### config.mk
export PLATFORM = sky130hd
export DESIGN_NAME = ex_mem_pipe_reg_flat
export DESIGN_NICKNAME = d
export VERILOG_FILES = /design/src/rtl/alu_pkg.sv /design/src/rtl/ex_mem_pipe_reg_if.sv /design/src/rtl/ex_mem_pipe_reg_slot.sv /design/src/rtl/ex_mem_pipe_reg.sv /design/src/flat_wrapper.sv
export SDC_FILE = /design/constraint.sdc
export NUM_CORES = 1
export LEC_CHECK = 0
export CORE_ASPECT_RATIO = 2
export CORE_MARGIN = 2
export CORE_UTILIZATION = 35
export CTS_CLUSTER_DIAMETER = 120
export DETAILED_ROUTE_END_ITERATION = 12
export PLACE_DENSITY = 0.79
export SYNTH_ARGS = -nofsm -noshare
export SYNTH_HDL_FRONTEND = slang
export SYNTH_SLANG_ARGS = --single-unit
export TNS_END_PERCENT = 100
### constraint.sdc
create_clock -name clk -period 2.2 [get_ports clk]
set_clock_uncertainty 0.1 [all_clocks]
set_input_delay 0.33 -clock clk [delete_from_list [all_inputs] [get_ports clk]]
set_output_delay 0.33 -clock clk [all_outputs]
set_load 0.1 [all_outputs]
### src/rtl/alu_pkg.sv
// Shared constants, opcodes and types for the EX->MEM pipeline register.
// Payload layout matches the ALU output bundle carried between stages.
package alu_pkg;

    localparam int DATA_W = 16;
    localparam int REG_AW = 3;
    localparam int OP_W   = 3;

    localparam logic [OP_W-1:0] OP_ADD = 3'd0;
    localparam logic [OP_W-1:0] OP_SUB = 3'd1;
    localparam logic [OP_W-1:0] OP_AND = 3'd2;
    localparam logic [OP_W-1:0] OP_OR  = 3'd3;

    typedef enum logic [1:0] {
        EX_EMPTY = 2'd0,
        EX_FULL  = 2'd1,
        EX_SKID  = 2'd2
    } ex_state_t;

    typedef struct packed {
        logic [DATA_W-1:0] res;
        logic              zero;
        logic [OP_W-1:0]   op;
        logic [REG_AW-1:0] rd;
        logic              wb_en;
    } ex_payload_t;

endpackage

### src/rtl/ex_mem_pipe_reg_if.sv
// Valid/ready stream carrying one ALU result bundle.
// master drives valid+payload, slave drives ready.
interface ex_mem_pipe_reg_if import alu_pkg::*; ();

    logic              valid;
    logic              ready;
    logic [DATA_W-1:0] res;
    logic              zero;
    logic [OP_W-1:0]   op;
    logic [REG_AW-1:0] rd;
    logic              wb_en;

    modport master (output valid, res, zero, op, rd, wb_en, input ready);
    modport slave  (input valid, res, zero, op, rd, wb_en, output ready);

endinterface

### src/rtl/ex_mem_pipe_reg_slot.sv
// Enable-loaded payload register, used for the head entry and the skid entry.
module ex_pipe_slot import alu_pkg::*; (
    input  logic        clk,
    input  logic        rst_n,
    input  logic        en,
    input  ex_payload_t d,
    output ex_payload_t q
);

    always_ff @(posedge clk or negedge rst_n) begin
        if (!rst_n) begin
            q <= '0;
        end else if (en) begin
            q <= d;
        end
    end

endmodule

### src/rtl/ex_mem_pipe_reg.sv
// EX->MEM pipeline register with forwarding tap. Build option EX_SKID_EN adds a
// second (skid) entry so in_ready can be registered without losing throughput.
//
// state    | meaning
// EX_EMPTY | no entry held, out_valid=0
// EX_FULL  | head entry valid
// EX_SKID  | head + skid valid, in_ready=0 (EX_SKID_EN only)
module ex_mem_pipe_reg import alu_pkg::*; (
    input  logic                clk,
    input  logic                rst_n,
    input  logic                flush,
    ex_mem_pipe_reg_if.slave    in_bus,
    ex_mem_pipe_reg_if.master   out_bus,
    output logic                fwd_valid,
    output logic [REG_AW-1:0]   fwd_rd,
    output logic [DATA_W-1:0]   fwd_data
);

    ex_state_t   state_q, state_d;
    ex_payload_t in_pl, head_q, head_d;
    logic        head_en;
    logic        out_valid, in_xfer, out_xfer;

    assign in_pl     = '{res: in_bus.res, zero: in_bus.zero, op: in_bus.op,
                         rd: in_bus.rd, wb_en: in_bus.wb_en};
    assign out_valid = (state_q != EX_EMPTY);
    assign in_xfer   = in_bus.valid & in_bus.ready;
    assign out_xfer  = out_valid & out_bus.ready;

`ifdef EX_SKID_EN
    ex_payload_t skid_q;
    logic        skid_en;
    logic        in_ready_q;

    always_ff @(posedge clk or negedge rst_n) begin
        if (!rst_n) begin
            state_q    <= EX_EMPTY;
            in_ready_q <= 1'b1;
        end else begin
            state_q    <= state_d;
            in_ready_q <= (state_d != EX_SKID);
        end
    end

    always_comb begin
        state_d = state_q;
        head_en = 1'b0;
        skid_en = 1'b0;
        head_d  = in_pl;
        if (flush) begin
            state_d = EX_EMPTY;
        end else begin
            case (state_q)
                EX_EMPTY: if (in_xfer) begin
                    state_d = EX_FULL;
                    head_en = 1'b1;
                end
                EX_FULL: if (in_xfer && out_xfer) begin
                    head_en = 1'b1;
                end else if (in_xfer) begin
                    state_d = EX_SKID;
                    skid_en = 1'b1;
                end else if (out_xfer) begin
                    state_d = EX_EMPTY;
                end
                EX_SKID: if (out_xfer) begin
                    state_d = EX_FULL;
                    head_en = 1'b1;
                    head_d  = skid_q;
                end
                default: state_d = EX_EMPTY;
            endcase
        end
    end

    ex_pipe_slot u_skid (
        .clk   (clk),
        .rst_n (rst_n),
        .en    (skid_en),
        .d     (in_pl),
        .q     (skid_q)
    );

    assign in_bus.ready = in_ready_q;
`else
    always_ff @(posedge clk or negedge rst_n) begin
        if (!rst_n) begin
            state_q <= EX_EMPTY;
        end else begin
            state_q <= state_d;
        end
    end

    // Head is replaced in the same cycle it drains, so one register suffices.
    always_comb begin
        state_d = state_q;
        head_en = 1'b0;
        head_d  = in_pl;
        if (flush) begin
            state_d = EX_EMPTY;
        end else if (in_xfer) begin
            state_d = EX_FULL;
            head_en = 1'b1;
        end else if (out_xfer) begin
            state_d = EX_EMPTY;
        end
    end

    assign in_bus.ready = !out_valid || out_bus.ready;
`endif

    ex_pipe_slot u_head (
        .clk   (clk),
        .rst_n (rst_n),
        .en    (head_en),
        .d     (head_d),
        .q     (head_q)
    );

    assign out_bus.valid = out_valid;
    assign out_bus.res   = head_q.res;
    assign out_bus.zero  = head_q.zero;
    assign out_bus.op    = head_q.op;
    assign out_bus.rd    = head_q.rd;
    assign out_bus.wb_en = head_q.wb_en;

    assign fwd_valid = out_valid & head_q.wb_en;
    assign fwd_rd    = head_q.rd;
    assign fwd_data  = head_q.res;

endmodule

### src/flat_wrapper.sv
// flat-port wrapper written by rule: the top's interface ports become plain ports
module ex_mem_pipe_reg_flat import alu_pkg::*;
  (clk, rst_n, flush, fwd_valid, fwd_rd, fwd_data, in_bus_valid, in_bus_res, in_bus_zero, in_bus_op, in_bus_rd, in_bus_wb_en, in_bus_ready, out_bus_valid, out_bus_res, out_bus_zero, out_bus_op, out_bus_rd, out_bus_wb_en, out_bus_ready);
  ex_mem_pipe_reg_if in_bus_i ();
  ex_mem_pipe_reg_if out_bus_i ();
  input  logic clk;
  input  logic rst_n;
  input  logic flush;
  output logic fwd_valid;
  output logic [REG_AW-1:0] fwd_rd;
  output logic [DATA_W-1:0] fwd_data;
  input wire logic [$bits(in_bus_i.valid)-1:0] in_bus_valid;
  input wire logic [$bits(in_bus_i.res)-1:0] in_bus_res;
  input wire logic [$bits(in_bus_i.zero)-1:0] in_bus_zero;
  input wire logic [$bits(in_bus_i.op)-1:0] in_bus_op;
  input wire logic [$bits(in_bus_i.rd)-1:0] in_bus_rd;
  input wire logic [$bits(in_bus_i.wb_en)-1:0] in_bus_wb_en;
  output wire logic [$bits(in_bus_i.ready)-1:0] in_bus_ready;
  output wire logic [$bits(out_bus_i.valid)-1:0] out_bus_valid;
  output wire logic [$bits(out_bus_i.res)-1:0] out_bus_res;
  output wire logic [$bits(out_bus_i.zero)-1:0] out_bus_zero;
  output wire logic [$bits(out_bus_i.op)-1:0] out_bus_op;
  output wire logic [$bits(out_bus_i.rd)-1:0] out_bus_rd;
  output wire logic [$bits(out_bus_i.wb_en)-1:0] out_bus_wb_en;
  input wire logic [$bits(out_bus_i.ready)-1:0] out_bus_ready;
  assign in_bus_i.valid = in_bus_valid;
  assign in_bus_i.res = in_bus_res;
  assign in_bus_i.zero = in_bus_zero;
  assign in_bus_i.op = in_bus_op;
  assign in_bus_i.rd = in_bus_rd;
  assign in_bus_i.wb_en = in_bus_wb_en;
  assign in_bus_ready = in_bus_i.ready;
  assign out_bus_valid = out_bus_i.valid;
  assign out_bus_res = out_bus_i.res;
  assign out_bus_zero = out_bus_i.zero;
  assign out_bus_op = out_bus_i.op;
  assign out_bus_rd = out_bus_i.rd;
  assign out_bus_wb_en = out_bus_i.wb_en;
  assign out_bus_i.ready = out_bus_ready;
  ex_mem_pipe_reg u_core (.clk(clk), .rst_n(rst_n), .flush(flush), .in_bus(in_bus_i), .out_bus(out_bus_i), .fwd_valid(fwd_valid), .fwd_rd(fwd_rd), .fwd_data(fwd_data));
endmodule
# --- After elaboration in Yosys (flattened, before gate mapping) ---
# Index checks and enable logic that the tools add are counted.
word_totals:
  ff_bits: 26
  in_bits: 29
  output_inout_bits: 46
  elab_cells: 18
classes:
  n_mux: 5
  bitwise: 3
  n_reduce_logical: 4
ops:
  columns: ["op", "count"]
  rows:
  - ["2-bit two-way mux", 3]
  - ["1-bit AND", 3]
  - ["3-bit nonzero test", 1]
  - ["1-bit two-way mux", 2]
  - ["2-bit nonzero test", 1]
  - ["1-bit zero test", 1]
  - ["1-bit logical OR", 1]

# --- Logic depth before layout (Yosys ltp) ---
# Gate-level depths: netlist (run 1).
logic_depth:
  ltp_word: 6
  ltp_mapped: 4
  ltp_nobuf: 3

# --- Hierarchy ---
# From an unflattened synthesis (run 1), not the netlist that was laid out.
unflattened:
  hier_cells: 76
  area_unflattened_um2: 1209.9
modules_own_cells:
  columns: ["mod", "n_inst", "cells_per_inst", "area_per_inst_um2", "seq_area_each_um2"]
  rows:
  - ["ex_pipe_slot", 1, 51, 997.2, 600.6]
  - ["ex_mem_pipe_reg", 1, 25, 212.7, 25.0]

# --- Worst setup path after synthesis (run 1) ---
# No wires, ideal clock.
synth_timing:
  kind: "reg2out"
  startpoint: "register u_core.state_q[0]"
  endpoint: "output port fwd_valid"
  arrival_time_ps: 1782
  t_required_ps: 1770
  path_slack_ps: -12
  path_stages_with_launch: 2
  path_buffers: 0
  path_cell_list: "dfrtp_1 and2_1"
synth_via:
  elab_chain_cells: 2
synth_rtl:
  columns: ["element", "line", "source"]
  rows:
  - ["start: declaration", "ex_mem_pipe_reg.sv:19", "ex_state_t state_q, state_d;"]
  - ["start signal: assignment", "ex_mem_pipe_reg.sv:90", "state_q <= state_d;"]
  - ["2-bit nonzero test", "ex_mem_pipe_reg.sv:26", "assign out_valid = (state_q != EX_EMPTY);"]
  - ["1-bit AND", "ex_mem_pipe_reg.sv:127", "assign fwd_valid = out_valid & head_q.wb_en;"]
  - ["end: declaration", "flat_wrapper.sv:9", "output logic fwd_valid;"]
# Every way passes these cells.

# --- Worst setup path after layout (run 1) ---
layout_timing:
  startpoint: "input port out_bus_ready"
  endpoint: "output port in_bus_ready"
layout_via:
  elab_chain_cells: 1
layout_rtl:
  columns: ["element", "line", "source"]
  rows:
  - ["start: declaration", "flat_wrapper.sv:25", "input wire logic [$bits(out_bus_i.ready)-1:0] out_bus_ready;"]
  - ["1-bit logical OR", "ex_mem_pipe_reg.sv:109", "assign in_bus.ready = !out_valid || out_bus.ready;"]
  - ["end: declaration", "flat_wrapper.sv:18", "output wire logic [$bits(in_bus_i.ready)-1:0] in_bus_ready;"]
# Every way passes these cells.

==> results of run 1 <==
==> worst min path at each step <==
stage                                   start                               to  slack, ns  depth (start not counted)
3_5_place_dp   u_core.u_head.q[5]$_DFFE_PN0P_   u_core.u_head.q[5]$_DFFE_PN0P_       0.40                          1
4_1_cts                                 rst_n  u_core.u_head.q[10]$_DFFE_PN0P_       0.34                          2
6_report                                rst_n  u_core.u_head.q[10]$_DFFE_PN0P_       0.33                          2
5_1_grt                                 rst_n  u_core.u_head.q[10]$_DFFE_PN0P_       0.35                          2
3_3_place_gp   u_core.u_head.q[7]$_DFFE_PN0P_   u_core.u_head.q[7]$_DFFE_PN0P_       0.39                          1
2_1_floorplan                           rst_n    u_core.state_q[0]$_DFFE_PN0P_      -0.07                          0
==> report_power, final <==
group / switching, µW / total, µW / leakage [µW] / internal (µW)
Sequential: 54.1 / 590 / 0.000295 / 536
Clock: 126 / 255 / 0.0000228 / 129
Combinational: 1150 / 1440 / 0.000461 / 290
==> worst reg2reg max path, cell delays in order, from the launching register on <==
cell	delay (ns)
dfrtp_1	0.40
nor2b_4	0.14
nor3b_4	0.20
buf_12	0.20
mux2_2	0.36
==> stage by stage <==
stage	area (µm²)	total power [µW]	hold WS (ns)
6_report	1700	2280	0.326
5_1_grt	1700	2350	0.348
4_1_cts	1700	2300	0.336
3_5_place_dp	1650	2040	0.398
3_3_place_gp	1650	2040	0.392
2_1_floorplan	1110	1810	-0.0656
==> flip-flops by register name (all words and copies together) (netlist names) <==
signal / count
u_core.state_q: 1
u_core.u_head.q: 24
==> placed cells by master (no fill, tap or decap) <==
| cell type | synthesis | routed |
|---|---|---|
| clkbuf_1 | 0 | 1 |
| nor3b_4 | 1 | 1 |
| buf_12 | 0 | 2 |
| nor2b_4 | 1 | 1 |
| mux2_2 | 24 | 24 |
| dfrtp_1 | 25 | 25 |
| clkdlybuf4s50_1 | 0 | 28 |
| inv_1 | 1 | 1 |
| and2_2 | 0 | 1 |
| buf_4 | 19 | 46 |
| clkbuf_8 | 0 | 3 |
| nor2_1 | 2 | 2 |
==> layer usage <==
metal,track usage [%],up-vias
li1,-,356
met1,14.7,346
met2,16.7,69
met3,3.46,2
met4,3.31,0
met5,0,-
==> final cells by class <==
type,instances,area [µm²]
fill,263,1390
timing repair buffer,76,666
sequential,25,626
multi-input combinational,29,318
clock buffer,4,45.0
tap,31,38.8
inverter,1,3.75
==> cell families (layout without fill, tap and decap cells) <==
family	Yosys count	after routing
DFF	25	25
buffers and inverters	22	81
muxes	24	24
and+or+nand+nor	5	5
==> metrics.cfg, run 1 <==
[floorplan]
fp.dieArea_mm2=0.00367
core_area_mm2=0.00308
rows=29
io_pins=75
die_w_um=43.8
dieHeight_um=83.7
initial_core_util_pct=36.0

[logic_synthesis]
synth_top_family_by_area=multiplexers
ys_ff_latch=25
synth_mux_area_share_pct=24.3
synth_edf_count=0
synthFlopType=dfrtp_1
synthArstFlopShare_pct=100
yosys.area.top_type=dfrtp_1
synth_top_area_share_pct=56.3
ys.warnings.count=0
synth.area.top_cells=dfrtp_1, mux2_2, buf_4
syn_inst=76
ys_types=9
syn_nets=105
synthAdderAreaFrac_pct=0
netlist_top_cells_count=dfrtp_1, mux2_2, buf_4
syn_avg_cell_area_um2=14.6
yosys.area_share.simple_pct=4.17
synth_compound_area_share_pct=0
synth_xor_xnor_area_share_pct=0
netlist_area_mm2=0.00111
yosysSeqAreaShare_pct=56.3
synth_most_common_cell=dfrtp_1

[global_routing]
grt_pass1_wl_mm=3.22
grt.total_usage_pct=11.0
overflow=0
grt_max_degree=26
grt_pass1_vias=712
antenna_found_initial=0

[timing]
hold_viol=0
slew_headroom_pct=79.9
fin_crit_ns=1.62
worst_pin_slew_ns=0.302
drv_slew=0
setup_viol=0
worst_slack_ns=0.578
rsz0062_at_grt=no
fin_tns_setup_ns=0
max_freq_mhz=617
fin_crit_sh_pct=73.7

[clocking]
clk_pin_slew_ns=0.07
worstSkewPairLatency_ns=0.26
cts_setup_buffers=0
cts_resized=0
h-tree-depth=1
cts_root_buf=clkbuf_8
cts_buffer_depth=2
cts_buffers=3
cts.hold.buffers_added=0
cts_tree=built
clkSinkCount=25

[critical_path]
required_ns=1.77
rr_endpoint=u_core.u_head.q[21]$_DFFE_PN0P_
critPathLaunchType=input port
crit_buf_inv=3
worstSetupEndpointType=output pin
crit_start=out_bus_ready
worstSetupPathType=input port to output pin
crit_fanout=3
worstPathCellList=clkdlybuf4s50_1 > nor2b_4 > inv_1 > buf_12
timing.rr.start=u_core.state_q[0]$_DFFE_PN0P_
r2r_cells=4
arrival_ns=1.19
slowest_delay_ns=0.44
cpLargestDelayFamily=buffers and inverters
r2r_setup_slack_ns=0.69
setup.worst_path.end=in_bus_ready
cp_num_cells=4
cpMaxStageDelayCell=clkdlybuf4s50_1

[detailed_routing]
ant_nets=0
wl_per_cell_um=12.2
vias=773
firstDrtPassIters=2
met3_wirelength_um=382
dr.max_layer_used=met4
wl_met2_um=830
avgViaCountPerCell=4.66
wl_met1_um=799
drc=0
drtIter0Drc=1
drt_wl_total_mm=2.03

[placed_design]
dpl.hpwl_mm=1.62
dp_slack_ns=0.308
port_buffers=74
gp_congestion=0.666
numPlacedInstances=162

[cells_and_area]
drive_gt1_share_pct=57.8
finalNetCount=165
syn2layout_area_growth_pct=52.7
n_antenna_cell=0
stdcell_count=166
post-route-util_pct=55.0

[min_path]
hp-class=input port to asynchronous set/reset pin

[power]
ir_drop_mv=0.785
powerDensity_mw_per_mm2=1340
leakage_uw=0.000779

[status]
status=finished clean

[run]
maxCapViolations=0

(Power assumes the default switching activity.)
==> run 2: changes to the inputs <==
==> constraint.sdc (replaced) <==
create_clock -name clk -period 1.6 [get_ports clk]
set_clock_uncertainty 0.1 [all_clocks]
set_input_delay 0.24 -clock clk [delete_from_list [all_inputs] [get_ports clk]]
set_output_delay 0.24 -clock clk [all_outputs]
set_load 0.1 [all_outputs]
==> run 2 against run 1 <==
Critical path depth is the same. Sequential share of layout area shrank 8.6 points. Sequential cell count is the same. Register-to-register slack lost 0.67 ns. Cell count grew 2.4%. Hold slack lost 0.15 ns. Routed wire length grew 21%. Design area grew 37%. Highest routed layer unchanged. Clock power grew 46%. Core utilization grew 20 points. Largest cell class unchanged. Critical endpoint is now u_core.u_head.q[1]$_DFFE_PN0P_. Critical path type is now flop to flop.
==> metrics.cfg, run 2 (synthesis gave the netlist of run 1 again) <==
[global_routing]
grt_max_degree=17
antenna_found_initial=0
overflow=0
grt_pass1_wl_mm=3.98
grt_pass1_vias=912
grt.total_usage_pct=14.3

[detailed_routing]
dr.max_layer_used=met4
avgViaCountPerCell=4.71
wl_met1_um=919
drt_wl_total_mm=2.45
drtIter0Drc=6
vias=800
firstDrtPassIters=2
met3_wirelength_um=309
drc=0
wl_met2_mm=1.19
ant_nets=0
wl_per_cell_um=14.4

[floorplan]
core_area_mm2=0.00308
die_w_um=43.8
io_pins=75
fp.dieArea_mm2=0.00367
initial_core_util_pct=36.0
rows=29
dieHeight_um=83.7

[power]
comb_power_share_pct=65.4
power.switching_uw=1960
total_power_uw=3790
intPower_uw=1820
seqPwrFrac_pct=24.8
swShare_pct=51.9
powerDensity_mw_per_mm2=1630
pwr-share-clk_pct=9.8
leakage_uw=0.000976
ir_drop_mv=1.07

[critical_path]
worstPathCellList=nor2b_4 > nor3b_4 > buf_6 > mux2_2
required_ns=1.65
worstSetupPathType=flop to flop
critPathLaunchType=flop
arrival_ns=1.62
cpMaxStageDelayCell=dfrtp_4
worstSetupEndpointType=flop
timing.rr.start=u_core.state_q[0]$_DFFE_PN0P_
r2r_setup_slack_ns=0.02
crit_fanout=15
cpLargestDelayFamily=flip-flops
r2r_cells=4
slowest_delay_ns=0.48
rr_endpoint=u_core.u_head.q[1]$_DFFE_PN0P_
crit_buf_inv=1

[clocking]
cts_buffers=3
cts_root_buf=clkbuf_8
h-tree-depth=1
worstSkewPairLatency_ns=0.26
clkSinkCount=25
cts.hold.buffers_added=0
clk_pin_slew_ns=0.09
cts_tree=built
cts_buffer_depth=2

[cells_and_area]
largest_reg_flops=24
drive_gt1_share_pct=75.5
regMostFlops=u_core.u_head.q
multiInputGateArea_um2=319
largest_registers=u_core.u_head.q (24), u_core.state_q (1)
stdcell_area_mm2=0.00232
n_antenna_cell=0
syn2layout_area_growth_pct=109
final_common_cell=buf_12
post-route-util_pct=75.1
finalNetCount=169
fill_cells=159
layout_common_cells=buf_12, clkdlybuf4s50_1, mux2_2, dfrtp_2, buf_4
stdcell_count=170
seq_area_um2=654

[placed_design]
port_buffers=74
dpl.hpwl_mm=2.06
place_area_mm2=0.00226
gp_congestion=0.728
numPlacedInstances=166

[timing]
hold_viol=0
setup_viol=0
rsz0062_at_grt=yes
slew_headroom_pct=86.4
drv_slew=0
fin_crit_sh_pct=98.5
fin_crit_ns=1.58
worst_pin_slew_ns=0.204
max_freq_mhz=634
fin_tns_setup_ns=0

[min_path]
hp-class=input port to asynchronous set/reset pin

[status]
status=finished clean

[run]
maxCapViolations=0

run 2: changes by cell type in the layout (fill, tap and decap cells not counted), sizes merged:
cell      delta
clkbuf       -1
clkinvlp     +1
buf          +4
run 2: worst max-delay path by stage:
stage                             startpoint                         endpoint  cells past startpoint
2_1_floorplan  u_core.state_q[0]$_DFFE_PN0P_   u_core.u_head.q[0]$_DFFE_PN0P_                      4
3_3_place_gp                   out_bus_ready  u_core.u_head.q[14]$_DFFE_PN0P_                      5
3_5_place_dp                   out_bus_ready  u_core.u_head.q[18]$_DFFE_PN0P_                      5
4_1_cts        u_core.state_q[0]$_DFFE_PN0P_   u_core.u_head.q[1]$_DFFE_PN0P_                      4
5_1_grt        u_core.state_q[0]$_DFFE_PN0P_   u_core.u_head.q[1]$_DFFE_PN0P_                      4
6_report       u_core.state_q[0]$_DFFE_PN0P_   u_core.u_head.q[1]$_DFFE_PN0P_                      4
run 2: routing by layer:
metal	track usage, %	up-vias
met4	5.79	0
met1	16.2	372
met5	0	-
met3	4.76	4
li1	-	357
met2	23.7	67
run 2: final cells by class:
type | instances | area share (%)
Clock buffer | 3 | 1.78
Clock inverter | 1 | 0.324
Inverter | 1 | 0.270
Multi-Input combinational cell | 29 | 13.8
Sequential cell | 25 | 28.2
Tap cell | 31 | 1.67
Timing Repair Buffer | 80 | 53.9
run 2: worst reg2reg max path, cell delays in order, from the launching register on:
cell     delay (ns)
dfrtp_4        0.48
nor2b_4        0.14
nor3b_4        0.19
buf_6          0.20
mux2_2         0.36
run 2: power groups by stage:
stage	clock, µW	sequential [µW]	combinational [µW]
2_1_floorplan	0	1620	895
4_1_cts	392	941	2490
5_1_grt	409	955	2530
3_5_place_dp	0	953	2480
6_report	373	939	2480
3_3_place_gp	0	945	2470
run 2: per-stage QoR:
step / setup slack [ns] / hold slack, ns
3_3_place_gp: -0.200 / 0.457
3_5_place_dp: -0.225 / 0.462
2_1_floorplan: -0.223 / -0.156
4_1_cts: 0.00913 / 0.182
5_1_grt: -0.0328 / 0.204
6_report: 0.0234 / 0.181
run 2: what timing repair did:
| action | in CTS | in global routing |
|---|---|---|
| setup endpoints to repair | 16 | 26 |
| resized for setup | 2 | 2 |
| buffers inserted | 0 | 0 |
==> run 3: changes to the inputs <==
--- a/config.mk
+++ b/config.mk
@@ -10,6 +10,7 @@
 export CORE_UTILIZATION = 35
 export CTS_CLUSTER_DIAMETER = 120
 export DETAILED_ROUTE_END_ITERATION = 12
+export HOLD_SLACK_MARGIN = 0.06
 export PLACE_DENSITY = 0.79
 export SYNTH_ARGS = -nofsm -noshare
 export SYNTH_HDL_FRONTEND = slang
==> results of run 3 <==
The final DEF is identical to that of run 2; final timing and power are the same.
